### config.mk
export PLATFORM = sky130hd
export DESIGN_NAME = timer_counter_dev
export DESIGN_NICKNAME = d
export VERILOG_FILES = /design/src/rtl/tc_pkg.sv /design/src/rtl/timer_counter_dev.sv
export SDC_FILE = /design/constraint.sdc
export NUM_CORES = 1
export LEC_CHECK = 0
export BUFFER_PORTS_ARGS = -buffer_cell sky130_fd_sc_hd__buf_2
export CAP_MARGIN = 20
export CORE_MARGIN = 4
export CORE_UTILIZATION = 53
export CTS_BUF_LIST = sky130_fd_sc_hd__clkbuf_8
export CTS_CLUSTER_DIAMETER = 30
export DETAILED_ROUTE_END_ITERATION = 8
export HOLD_SLACK_MARGIN = 0.03
export PLACE_DENSITY_LB_ADDON = 0.08
export SLEW_MARGIN = 20
export SYNTH_ARGS = -nofsm -noshare
export SYNTH_HDL_FRONTEND = slang
export SYNTH_SLANG_ARGS = --single-unit
### constraint.sdc
create_clock -name clk -period 2.45 [get_ports clk]
set_clock_uncertainty 0.15 [all_clocks]
set_input_delay 0.1225 -clock clk [delete_from_list [all_inputs] [get_ports clk]]
set_output_delay 0.1225 -clock clk [all_outputs]
set_load 0.03 [all_outputs]
### src/rtl/tc_pkg.sv
// Shared definitions for the timer/counter peripheral: register map, CTRL layout,
// mode encodings and FSM states.
package tc_pkg;

  localparam logic [1:0] CTRL_OFF   = 2'd0;
  localparam logic [1:0] PRESET_OFF = 2'd1;
  localparam logic [1:0] COUNT_OFF  = 2'd2;

  localparam int EN_BIT   = 0;
  localparam int MODE_LSB = 1;
  localparam int IM_BIT   = 3;
  localparam int CTRL_W   = 4;

  localparam logic [1:0] MODE_ONESHOT  = 2'd0;
  localparam logic [1:0] MODE_PERIODIC = 2'd1;

  typedef enum logic [1:0] {
    IDLE = 2'd0,
    LOAD = 2'd1,
    CNT  = 2'd2,
    INT  = 2'd3
  } tc_state_e;

endpackage

### src/rtl/timer_counter_dev.sv
// Memory-mapped down-counting timer with one-shot and periodic modes; raises irq
// to the CPU when the count expires.
module timer_counter_dev
  import tc_pkg::*;
#(
  parameter int WIDTH = 32
) (
  input  logic             clk,
  input  logic             reset,
  input  logic [1:0]       addr,
  input  logic             we,
  input  logic [WIDTH-1:0] wdata,
  output logic [WIDTH-1:0] rdata,
  output logic             irq
);

  logic [CTRL_W-1:0] ctrl_q, ctrl_d;
  logic [WIDTH-1:0]  preset_q, preset_d;
  logic [WIDTH-1:0]  count_q, count_d;
  logic              irq_flag_q, irq_flag_d;
  tc_state_e         state_q, state_d;

  logic       en;
  logic [1:0] mode;

  assign en   = ctrl_q[EN_BIT];
  assign mode = ctrl_q[MODE_LSB +: 2];

  always_ff @(posedge clk) begin
    if (reset) begin
      ctrl_q     <= '0;
      preset_q   <= '0;
      count_q    <= '0;
      irq_flag_q <= 1'b0;
      state_q    <= IDLE;
    end else begin
      ctrl_q     <= ctrl_d;
      preset_q   <= preset_d;
      count_q    <= count_d;
      irq_flag_q <= irq_flag_d;
      state_q    <= state_d;
    end
  end

  always_comb begin
    state_d = state_q;
    case (state_q)
      IDLE:    if (en) state_d = LOAD;
      LOAD:    state_d = CNT;
      CNT: begin
        if (!en)                       state_d = IDLE;
        else if (count_q <= WIDTH'(1)) state_d = INT;
      end
      INT:     state_d = (mode == MODE_PERIODIC) ? LOAD : IDLE;
      default: state_d = IDLE;
    endcase
  end

  always_comb begin
    ctrl_d     = ctrl_q;
    preset_d   = preset_q;
    count_d    = count_q;
    irq_flag_d = irq_flag_q;

    case (state_q)
      LOAD: count_d = preset_q;
      CNT: begin
        if (en) begin
          if (count_q > WIDTH'(1)) begin
            count_d = count_q - WIDTH'(1);
          end else begin
            count_d    = '0;
            irq_flag_d = 1'b1;
          end
        end
      end
      INT: begin
        if (mode == MODE_PERIODIC) irq_flag_d = 1'b0;
        else                       ctrl_d[EN_BIT] = 1'b0;
      end
      default: ;
    endcase

    // CPU writes are applied last so they override the FSM's Enable clear.
    if (we) begin
      case (addr)
        CTRL_OFF: begin
          ctrl_d     = wdata[CTRL_W-1:0];
          irq_flag_d = 1'b0;
        end
        PRESET_OFF: preset_d = wdata;
        default: ;
      endcase
    end
  end

  always_comb begin
    case (addr)
      CTRL_OFF:   rdata = WIDTH'(ctrl_q);
      PRESET_OFF: rdata = preset_q;
      COUNT_OFF:  rdata = count_q;
      default:    rdata = '0;
    endcase
    irq = ctrl_q[IM_BIT] & irq_flag_q;
  end

endmodule
==> flow_summary.yaml <==
min_path:
  hold_start: "reset"
  hold_end: "state_q[1]"
  min_path_type: "in -> reg"
  hold_path_depth: 2
yosys:
  synth_warnings: 0
  synth_nets: 598
  syn_area_per_cell_um2: 7.40
  synth.area.top_cells: "dfxtp_1, nand2_1, a21oi_1, a22o_1, nor2_1"
  ys_ff_latch: 71
  netlist_area_um2: 4140
  yosysTopAreaCellShare_pct: 34.4
  yosysTopAreaCell: "dfxtp_1"
  async_reset_ff_share_pct: 0
  ys_seq_area_share_pct: 34.4
  ys_types: 57
  postSynthCellCount: 559
  synth-main-ff-cell: "dfxtp_1"
  synth_edf_count: 0
sta:
  fmax_mhz: 427
  setup_viol: 0
  relSlewSlack_pct: 56.4
  grt_setup_unrepaired: "true"
  min_period_ps: 2340
  finalCritPeriodShare_pct: 95.5
  maxSlewViolCount: 0
  hold_violations: 0
  tightest_slew_ps: 654
cts:
  tritoncts: "built"
  cts_htree_levels: 3
  cts.path.max_buffers: 2
  clock-sinks: 71
  clockRootBuffer: "clkbuf_8"
  clock_latency_ps: 360
  numCtsBuffers: 9
  clk_pin_slew_worst_paths_ps: 90
  postCtsSetupRepairBufs: 0
place:
  gp_congestion: 0.935
  io_buffers: 69
  dp_hpwl_um: 9660
global_route:
  grt_pass1_vias: 4439
  antenna_found_initial: 0
  grt_max_degree: 34
  grt_pass1_wl_um: 22100
  grt.total_usage_pct: 31.4
  overflow: 0
setup_path:
  cp-end-kind: "register"
  r2r_start: "count_q[18]"
  crit_path_start_kind: "register"
  crit_fanout: 20
  ff2ff_path_depth: 6
  cpPeakStageDelay_ps: 610
  ff2ff_setup_slack_ps: 110
  critPathSlowestCell: "or4_4"
  cp_cell_sequence: "or4_4, nor4b_4, nand4_2, buf_12, a211o_1, a21oi_1"
  arrival_ps: 2480
  crit_path_start: "count_q[18]"
  criticalPathCategory: "reg -> reg"
  required_ps: 2590
  r2r-end: "state_q[0]"
layout:
  area_growth_pct: 28.5
  antennaDiodeCount: 0
  postLayoutCoreUtil_pct: 71.8
  fin_nets: 707
  drive_gt1_share_pct: 22.7
  fillers: 601
pwr:
  peakVddDrop_v: 0.000406
  p_leak_uw: 0.00220
  powerDensity_nw_per_um2: 518
  totalPowerFinal_uw: 2750
die:
  die_y_um: 96.3
  row_count: 31
  core_area_um2: 7410
  die-width_um: 96.3
  ios: 70
  die_area_um2: 9280
  initial_core_util_pct: 55.8
route:
  ant_nets: 0
  drt_first_iter_violations: 411
  drc: 0
  dr.pass1.iters: 7
  vias_per_cell: 6.28
  wl_um: 14400
  wire_per_inst_um: 18.7
  vias: 4852
run:
  maxCapViolCount: 0
run_status:
  status: "finished clean"
==> registers in the layout (all words and copies together), names as in the netlist <==
signal and count:
ctrl_q 4, count_q 32, preset_q 32, irq_flag_q 1
state_q 2
==> what timing repair did <==
action                                  CTS  global route
gates resized for setup                   1             4
hold endpoints to repair                 36             0
endpoints found under the setup margin    1             4
hold buffers                             32             0
==> cell families after synthesis <==
kind of cell / synth area share, %
xor gates and xnor gates: 0.424
AOI/OAI and AO/OA: 26.6
adders and majority gates: 0.605
muxes: 2.21
DFF: 34.4
buffers and inverters: 6.23
and+or+nand+nor: 29.6
==> layout make-up <==
cell class                 count  area [um^2]  share of cell area [%]
clock buffer                   9          124                    2.33
clock inverter                 7         50.0                   0.941
inverter                      10         37.5                   0.706
multi-input combinational    426         2490                    46.8
sequential                    71         1420                    26.7
tap                           99          124                    2.33
timing repair buffer         150         1070                    20.1
==> layer usage <==
metal,GRT usage [%],vias to the layer above,part of all wire [%],routed length [um]
li1,-,2260,-,-
met1,43.2,2273,42,6060
met2,47.2,279,44,6410
met3,7.66,40,11,1590
met4,11.8,0,2.4,353
met5,0,-,0,0
==> Yosys cell counts, drive strengths merged (5+ instances only) <==
cell,instances
inv,10
clkbuf,45
nand3,22
or4,7
nor4,15
dfxtp,71
a221oi,5
nand4,17
a211oi,14
a31oi,14
mux2i,8
o21ai,32
buf,7
nor2,59
a21oi,56
a22o,28
nand2,82
or3,7
nor3,12
==> worst max-delay path: cells and delay by family (launching register included) <==
kind	cells	cell delay, ps
buffers and inverters	1	200
DFF	1	320
AOI/OAI and AO/OA	2	410
and+or+nand+nor	3	1180
==> placed cells by master, fill, tap and decap left out, drive strengths merged, types with 8 or more instances in the layout <==
cell type    netlist  layout
buf                7     118
nand2             82      82
dfxtp             71      71
nor2              59      59
a21oi             56      56
dlygate4sd3        0      32
o21ai             32      32
a22o              28      28
nand3             22      22
nand4             17      17
nor4              15      15
a31oi             14      14
a211oi            14      14
nor3              12      12
inv               10      12
clkbuf            45       9
mux2i              8       8
==> per-stage QoR <==
step | instance area [um^2] | hold WS [ps] | instances | setup TNS [ps] | setup WS, ps
final | 5320 | 129 | 772 | 0 | 109
after global routing | 5320 | 115 | 772 | -9.90 | -9.90
after CTS | 5290 | 110 | 772 | 0 | 101
after detailed placement | 4800 | 219 | 724 | 0 | 15.2
after global placement | 4800 | 212 | 724 | 0 | 69.1
after floorplan | 4140 | 108 | 559 | 0 | 113
==> power by group <==
group | internal (uW) | total, uW | switching, uW
clock network | 366 | 859 | 492
logic | 283 | 672 | 389
registers | 1180 | 1220 | 35.9
total | 1830 | 2750 | 917
==> worst max path at each step <==
stage                     cells after the start     endpoint  slack, ps
final                                         6   state_q[0]        110
after global routing                          7  count_q[26]        -10
after CTS                                     7  count_q[26]        100
after detailed placement                      5  count_q[26]         20
after global placement                        5  count_q[26]         70
after floorplan                               7  count_q[19]        110
Power figures use the tool's default switching activity.
